## src/rtl/fetch_queue_unit_if.sv

```systemverilog
// Instruction-memory request/response bus between the fetch queue (master) and imem (slave).
interface fetch_queue_unit_if;
  logic        req;
  logic [31:0] addr;
  logic        tag;
  logic        gnt;
  logic        rvalid;
  logic [31:0] rdata;
  logic        rtag;

  modport master (
    output req, addr, tag,
    input  gnt, rvalid, rdata, rtag
  );

  modport slave (
    input  req, addr, tag,
    output gnt, rvalid, rdata, rtag
  );
endinterface

```

## src/rtl/fetch_queue_unit.sv

```systemverilog
// Fetch stage: owns the PC, issues in-order imem requests and buffers responses for F/D.
// Optional macro FETCH_BYPASS_EN forwards a response straight to decode when the queue is empty.
module fetch_queue_unit #(
  parameter int unsigned DEPTH    = 4,
  parameter logic [31:0] RESET_PC = 32'h0000_0000,
  parameter logic [31:0] NOP      = 32'h0000_0013
) (
  input  logic                iClk,
  input  logic                iRstN,
  input  logic                iStallD,
  input  logic                iPCSrcE,
  input  logic [31:0]         iPCTargetE,
  fetch_queue_unit_if.master  imem,
  output logic                oValidF,
  output logic [31:0]         oRDF,
  output logic [31:0]         oPCF,
  output logic [31:0]         oPCPlus4F
);

  localparam int unsigned PW = $clog2(DEPTH);
  localparam int unsigned CW = PW + 1;

  typedef logic [PW-1:0] ptr_t;

  logic [31:0]   pc_q;
  logic          epoch_q;
  logic          started_q;
  logic [CW-1:0] outst_q;
  logic [CW-1:0] qcnt_q;
  ptr_t          q_wptr_q, q_rptr_q;
  ptr_t          s_wptr_q, s_rptr_q;
  logic [31:0]   q_instr_q [DEPTH];
  logic [31:0]   q_pc_q    [DEPTH];
  logic [31:0]   s_pc_q    [DEPTH];

  logic [CW:0]   inflight;
  logic          grant;
  logic          resp_ok;
  logic          head_valid;
  logic          bypass;
  logic          consume;
  logic          push;
  logic          pop;
  logic [31:0]   resp_pc;

  // Queue slots plus in-flight requests never exceed DEPTH, so a push can never overflow.
  assign inflight   = {1'b0, qcnt_q} + {1'b0, outst_q};
  assign imem.req   = started_q && !iPCSrcE && (inflight < (CW+1)'(DEPTH));
  assign imem.addr  = pc_q;
  assign imem.tag   = epoch_q;
  assign grant      = imem.req && imem.gnt;
  assign resp_ok    = imem.rvalid && (imem.rtag == epoch_q) && !iPCSrcE;
  assign head_valid = (qcnt_q != '0);
  assign resp_pc    = s_pc_q[s_rptr_q];

`ifdef FETCH_BYPASS_EN
  assign bypass  = !head_valid && resp_ok;
  assign consume = bypass && !iStallD;
`else
  assign bypass  = 1'b0;
  assign consume = 1'b0;
`endif

  assign push = resp_ok && !consume;
  assign pop  = head_valid && !iStallD && !iPCSrcE;

  always_comb begin
    oValidF = head_valid;
    oPCF    = q_pc_q[q_rptr_q];
    oRDF    = head_valid ? q_instr_q[q_rptr_q] : NOP;
    if (bypass) begin
      oValidF = 1'b1;
      oPCF    = resp_pc;
      oRDF    = imem.rdata;
    end
    oPCPlus4F = oPCF + 32'd4;
  end

  always_ff @(posedge iClk or negedge iRstN) begin
    if (!iRstN) begin
      pc_q      <= RESET_PC;
      epoch_q   <= 1'b0;
      started_q <= 1'b0;
      outst_q   <= '0;
      qcnt_q    <= '0;
      q_wptr_q  <= '0;
      q_rptr_q  <= '0;
      s_wptr_q  <= '0;
      s_rptr_q  <= '0;
      for (int i = 0; i < DEPTH; i++) begin
        q_instr_q[i] <= '0;
        q_pc_q[i]    <= '0;
        s_pc_q[i]    <= '0;
      end
    end else begin
      started_q <= 1'b1;
      // Stale responses still retire an outstanding slot.
      outst_q   <= outst_q + CW'(grant) - CW'(imem.rvalid);
      if (iPCSrcE) begin
        pc_q     <= {iPCTargetE[31:2], 2'b00};
        epoch_q  <= ~epoch_q;
        qcnt_q   <= '0;
        q_wptr_q <= '0;
        q_rptr_q <= '0;
        s_wptr_q <= '0;
        s_rptr_q <= '0;
      end else begin
        if (grant) begin
          pc_q             <= pc_q + 32'd4;
          s_pc_q[s_wptr_q] <= pc_q;
          s_wptr_q         <= s_wptr_q + ptr_t'(1);
        end
        // Stale responses belong to requests already flushed from the side FIFO.
        if (resp_ok) begin
          s_rptr_q <= s_rptr_q + ptr_t'(1);
        end
        if (push) begin
          q_instr_q[q_wptr_q] <= imem.rdata;
          q_pc_q[q_wptr_q]    <= resp_pc;
          q_wptr_q            <= q_wptr_q + ptr_t'(1);
        end
        if (pop) begin
          q_rptr_q <= q_rptr_q + ptr_t'(1);
        end
        qcnt_q <= qcnt_q + CW'(push) - CW'(pop);
      end
    end
  end

  a_no_push_full : assert property (@(posedge iClk) disable iff (!iRstN)
    push |-> (qcnt_q < CW'(DEPTH)));
  a_no_orphan_resp : assert property (@(posedge iClk) disable iff (!iRstN)
    imem.rvalid |-> (outst_q != '0));

endmodule
```

## src/flat_wrapper.sv

```systemverilog
// flat-port wrapper written by rule: the top's interface ports become plain ports
module fetch_queue_unit_flat 
#(
  parameter int unsigned DEPTH    = 4,
  parameter logic [31:0] RESET_PC = 32'h0000_0000,
  parameter logic [31:0] NOP      = 32'h0000_0013
)
  (iClk, iRstN, iStallD, iPCSrcE, iPCTargetE, oValidF, oRDF, oPCF, oPCPlus4F, imem_req, imem_addr, imem_tag, imem_gnt, imem_rvalid, imem_rdata, imem_rtag);
  fetch_queue_unit_if imem_i ();
  input  logic iClk;
  input  logic iRstN;
  input  logic iStallD;
  input  logic iPCSrcE;
  input  logic [31:0] iPCTargetE;
  output logic oValidF;
  output logic [31:0] oRDF;
  output logic [31:0] oPCF;
  output logic [31:0] oPCPlus4F;
  output wire logic [$bits(imem_i.req)-1:0] imem_req;
  output wire logic [$bits(imem_i.addr)-1:0] imem_addr;
  output wire logic [$bits(imem_i.tag)-1:0] imem_tag;
  input wire logic [$bits(imem_i.gnt)-1:0] imem_gnt;
  input wire logic [$bits(imem_i.rvalid)-1:0] imem_rvalid;
  input wire logic [$bits(imem_i.rdata)-1:0] imem_rdata;
  input wire logic [$bits(imem_i.rtag)-1:0] imem_rtag;
  assign imem_req = imem_i.req;
  assign imem_addr = imem_i.addr;
  assign imem_tag = imem_i.tag;
  assign imem_i.gnt = imem_gnt;
  assign imem_i.rvalid = imem_rvalid;
  assign imem_i.rdata = imem_rdata;
  assign imem_i.rtag = imem_rtag;
  fetch_queue_unit #(.DEPTH(DEPTH), .RESET_PC(RESET_PC), .NOP(NOP)) u_core (.iClk(iClk), .iRstN(iRstN), .iStallD(iStallD), .iPCSrcE(iPCSrcE), .iPCTargetE(iPCTargetE), .imem(imem_i), .oValidF(oValidF), .oRDF(oRDF), .oPCF(oPCF), .oPCPlus4F(oPCPlus4F));
endmodule
```

## config.mk

```make
export PLATFORM = sky130hd
export DESIGN_NAME = fetch_queue_unit_flat
export DESIGN_NICKNAME = d
export VERILOG_FILES = /design/src/rtl/fetch_queue_unit_if.sv /design/src/rtl/fetch_queue_unit.sv /design/src/flat_wrapper.sv
export SDC_FILE = /design/constraint.sdc
export NUM_CORES = 1
export LEC_CHECK = 0
export ABC_AREA = 1
export BUFFER_PORTS_ARGS = -buffer_cell sky130_fd_sc_hd__buf_2
export CAP_MARGIN = 20
export CORE_MARGIN = 1
export CORE_UTILIZATION = 58
export CTS_CLUSTER_SIZE = 30
export DETAILED_ROUTE_END_ITERATION = 8
export PLACE_DENSITY = 0.77
export SLEW_MARGIN = 20
export SYNTH_ARGS = -nofsm -noshare
export SYNTH_HDL_FRONTEND = slang
export SYNTH_SLANG_ARGS = --single-unit
```

## constraint.sdc

```tcl
create_clock -name iClk -period 2.75 [get_ports iClk]
set_input_delay 0.275 -clock iClk [delete_from_list [all_inputs] [get_ports iClk]]
set_output_delay 0.275 -clock iClk [all_outputs]
set_load 0.02 [all_outputs]
```

==> results.cfg <==
[outcome]
status = finished, violations left
failed_checks = setup timing

[floorplanning]
chipWidth_um = 190
die_h_um = 190
num_rows = 68
num_io_pins = 202
fp.coreArea_um2 = 34700
die_area_um2 = 36200
initial_cell_density_of_the_core = 0.592

[flow_run]
max_cap_viol_count = 0

[synthesis]
synthTopCellsByArea = sky130_fd_sc_hd__dfrtp_1 (50%), sky130_fd_sc_hd__nand2_1 (18%), sky130_fd_sc_hd__o21ai_0 (11%), sky130_fd_sc_hd__nor2_1 (5.1%), sky130_fd_sc_hd__inv_1 (2.7%)
ys_seq_elements = 414
synth_area_leader_cell = sky130_fd_sc_hd__dfrtp_1
synthDominantCellAreaShare = 0.504
synth_area_um2 = 20600
yosys.cell_types.count = 39
postSynth.asyncResetShare = 1.00
synth_enable_flop_cells = 0
synth.avg_cell_area_um2 = 7.53
synth_common_cells = sky130_fd_sc_hd__nand2_1 (1001), sky130_fd_sc_hd__o21ai_0 (432), sky130_fd_sc_hd__dfrtp_1 (414), sky130_fd_sc_hd__nor2_1 (281), sky130_fd_sc_hd__inv_1 (150)
synth_sequential_area_ratio = 0.504
netlist_instances = 2730
ys_warn_count = 0
synth.most_common_cell = sky130_fd_sc_hd__nand2_1
synth-main-ff-cell = sky130_fd_sc_hd__dfrtp_1

[drt]
routed_wl_mm = 63.0
route.detailed.vias_per_inst = 5.76
detail_route.iter0.violations = 2148
route.vias.total = 19800
avgRoutedWirePerCell_um = 18.3
drtAntennaViolNets = 0
firstDrtPassIters = 6
drc = 0

[worst_setup_path]
r2r-start = u_core.qcnt_q[1]
setup.worst_path.class = reg -> out
crit_path_start_kind = flop
worst_setup_path_end_kind = output pin
cp_data_arrival_time_ns = 2.71
critical_path_peak_fanout = 6
critical_path.startpoint = u_core.q_rptr_q[0]
worst_ep_required_time_ns = 2.48

[power]
totalPowerFinal_w = 0.0270
static-leakage-power_nw = 12.5
ir_worst_vdd_mv = 0.697
power-per-cell-area_nw_per_um2 = 1080

[final_layout]
final_layout_size_suffix_gt1_frac = 0.185
instances_no_fill = 3439
final_design_area_no_fill_um2 = 25000
area_delta_synth_final_pct = 21.6
design.final.nets = 3042

[placed_design]
placed_area_um2 = 22000
placement.setup.worst_slack_ns = 0.124
detailedPlacementHpwl_mm = 38.5
globalplace.congestion = 0.982
port_buffers = 193
place.detailed.instances = 3288

[timing]
rsz_0062_raised_after_global_routing = yes
final_hold_fails = 0
setup_ws_ns = -0.236
timing.clock.skew_ns = 0.0148
setup_viol = 24
final.setup.tns_ns = -2.73
worst-slew-pin-transition_ns = 0.990
fmax_ghz = 0.335
layout_worst_path_cycle_share = 1.09
timing.final.max_slew_violations = 0
final_period_minus_worst_setup_slack_ns = 2.99
relSlewSlack = 0.340

[cts]
clock_tree_from_tritoncts = yes
cts-buffers-inserted = 45
clock_sink_count = 414
buffer_type_at_the_clock_tree_root = sky130_fd_sc_hd__clkbuf_16
cts.reportedPaths.clkPinSlew_ns = 0.06
clock_insertion_delay_worst_skew_ns = 0.55
clockBufferDepth = 3
ctsHtreeMaxLevel = 2

[global_routing]
grt_start_max_net_pins = 101
grt_usage = 0.345
first_pass_grt_wire_length_mm = 98.5
antenna_found_initial = 1
grt_pass1_vias = 19000
grt_overflow_total = 0

[min_path]
holdCritStartpoint = iPCTargetE[30]
class_of_the_most_critical_hold_timing_path = in -> reg
## final timing paths
| kind | slack [ns] | endpoint | cells past startpoint |
|---|---|---|---|
| hold reg to reg | 0.48 | u_core.q_instr_q[7] | 2 |
| max in group asynchronous | 1.49 | u_core.s_pc_q[14] | 3 |
| hold / removal | 0.03 | u_core.imem.addr[30] | 5 |
| min in group asynchronous | 0.26 | u_core.q_instr_q[101] | 2 |
| setup reg to reg | 0.37 | u_core.qcnt_q[2] | 12 |
| setup / recovery | -0.24 | oPCPlus4F[20] | 12 |
## kinds of logic after synthesis
family | count (synthesis) | synth area share
AO/OA/AOI/OAI | 526 | 0.133
buffers and inverters | 314 | 0.0648
flip-flops | 414 | 0.504
XOR/XNOR | 37 | 0.0158
other | 2 | 0.000365
AND/OR/NAND/NOR | 1419 | 0.271
adder cells (fa/ha/maj) | 18 | 0.0117
## cell usage in the layout (no fill, tap or decap), drive strengths merged, types with 4 or more instances in the layout
cell         count
a21oi           38
clkinv          12
nor2           289
xnor2            4
o22ai           30
nand3           90
clkbuf          69
o21ai          439
dfrtp          414
conb             7
buf            300
nor3            12
ha              16
inv            157
nand4           10
o211ai          13
xor2            33
dlygate4sd3     19
nand2         1013
## repair_timing
item / 4_1_cts / 5_1_grt
buffers inserted: 29 / 16
endpoints found under the setup margin: 33 / 30
pin swaps: 32 / 73
hold buffers: 19 / 0
resized for setup: 119 / 149
cloned: 5 / 5
endpoints found under the hold margin: 81 / 0
## flip-flops by register name (all words and copies together) (netlist names), 2 cells and up
name	flops
u_core.q_pc_q	120
u_core.s_rptr_q	2
u_core.outst_q	3
u_core.q_rptr_q	2
u_core.q_instr_q	128
u_core.qcnt_q	3
u_core.imem.addr	30
u_core.s_pc_q	120
u_core.s_wptr_q	2
u_core.q_wptr_q	2
## metrics by stage
| stage | util | hold slack, ns |
|---|---|---|
| after global placement | 0.633 | 0.277 |
| after floorplan | - | -0.0206 |
| after global routing | 0.720 | 0.0405 |
| after CTS | 0.699 | 0.0147 |
| final | 0.720 | 0.0295 |
| after detailed placement | 0.633 | 0.282 |
## final cells by class
class | instances | area, µm²
repair buffers | 326 | 2450
diodes | 1 | 2.50
multi-input cells | 2007 | 9570
inverters | 157 | 623
flip-flops and latches | 414 | 10400
clock inverters | 12 | 125
clock buffers | 65 | 1270
well taps | 455 | 569
repair inverters | 2 | 27.5
fillers | 2664 | 9710
## report_power, final
group | internal [W] | total (W) | leakage (nW) | switching (W)
clock network | 0.00339 | 0.00582 | 0.690 | 0.00243
logic | 0.00415 | 0.0121 | 6.45 | 0.00791
registers | 0.00798 | 0.00914 | 5.40 | 0.00116
## per-layer routing
layer / global-route usage / wire length (µm) / up-vias
li1: - / - / 9140
met1: 0.449 / 24500 / 9453
met2: 0.581 / 30500 / 1023
met3: 0.0478 / 5330 / 181
met4: 0.141 / 2640 / 0
met5: 0 / 0 / -
## worst max-delay path, cell delays in order (launching register included)
cell	delay [ns]
sky130_fd_sc_hd__dfrtp_4	0.52
sky130_fd_sc_hd__buf_12	0.18
sky130_fd_sc_hd__o21ai_2	0.16
sky130_fd_sc_hd__nand2_1	0.11
sky130_fd_sc_hd__o21ai_4	0.11
sky130_fd_sc_hd__ha_4	0.19
sky130_fd_sc_hd__nand3_4	0.11
sky130_fd_sc_hd__nor2_4	0.23
sky130_fd_sc_hd__nand2_2	0.12
sky130_fd_sc_hd__nor2_1	0.14
sky130_fd_sc_hd__nand2_1	0.08
sky130_fd_sc_hd__nand2_2	0.08
sky130_fd_sc_hd__buf_6	0.11
No activity file was read; power rests on OpenSTA's default activity.
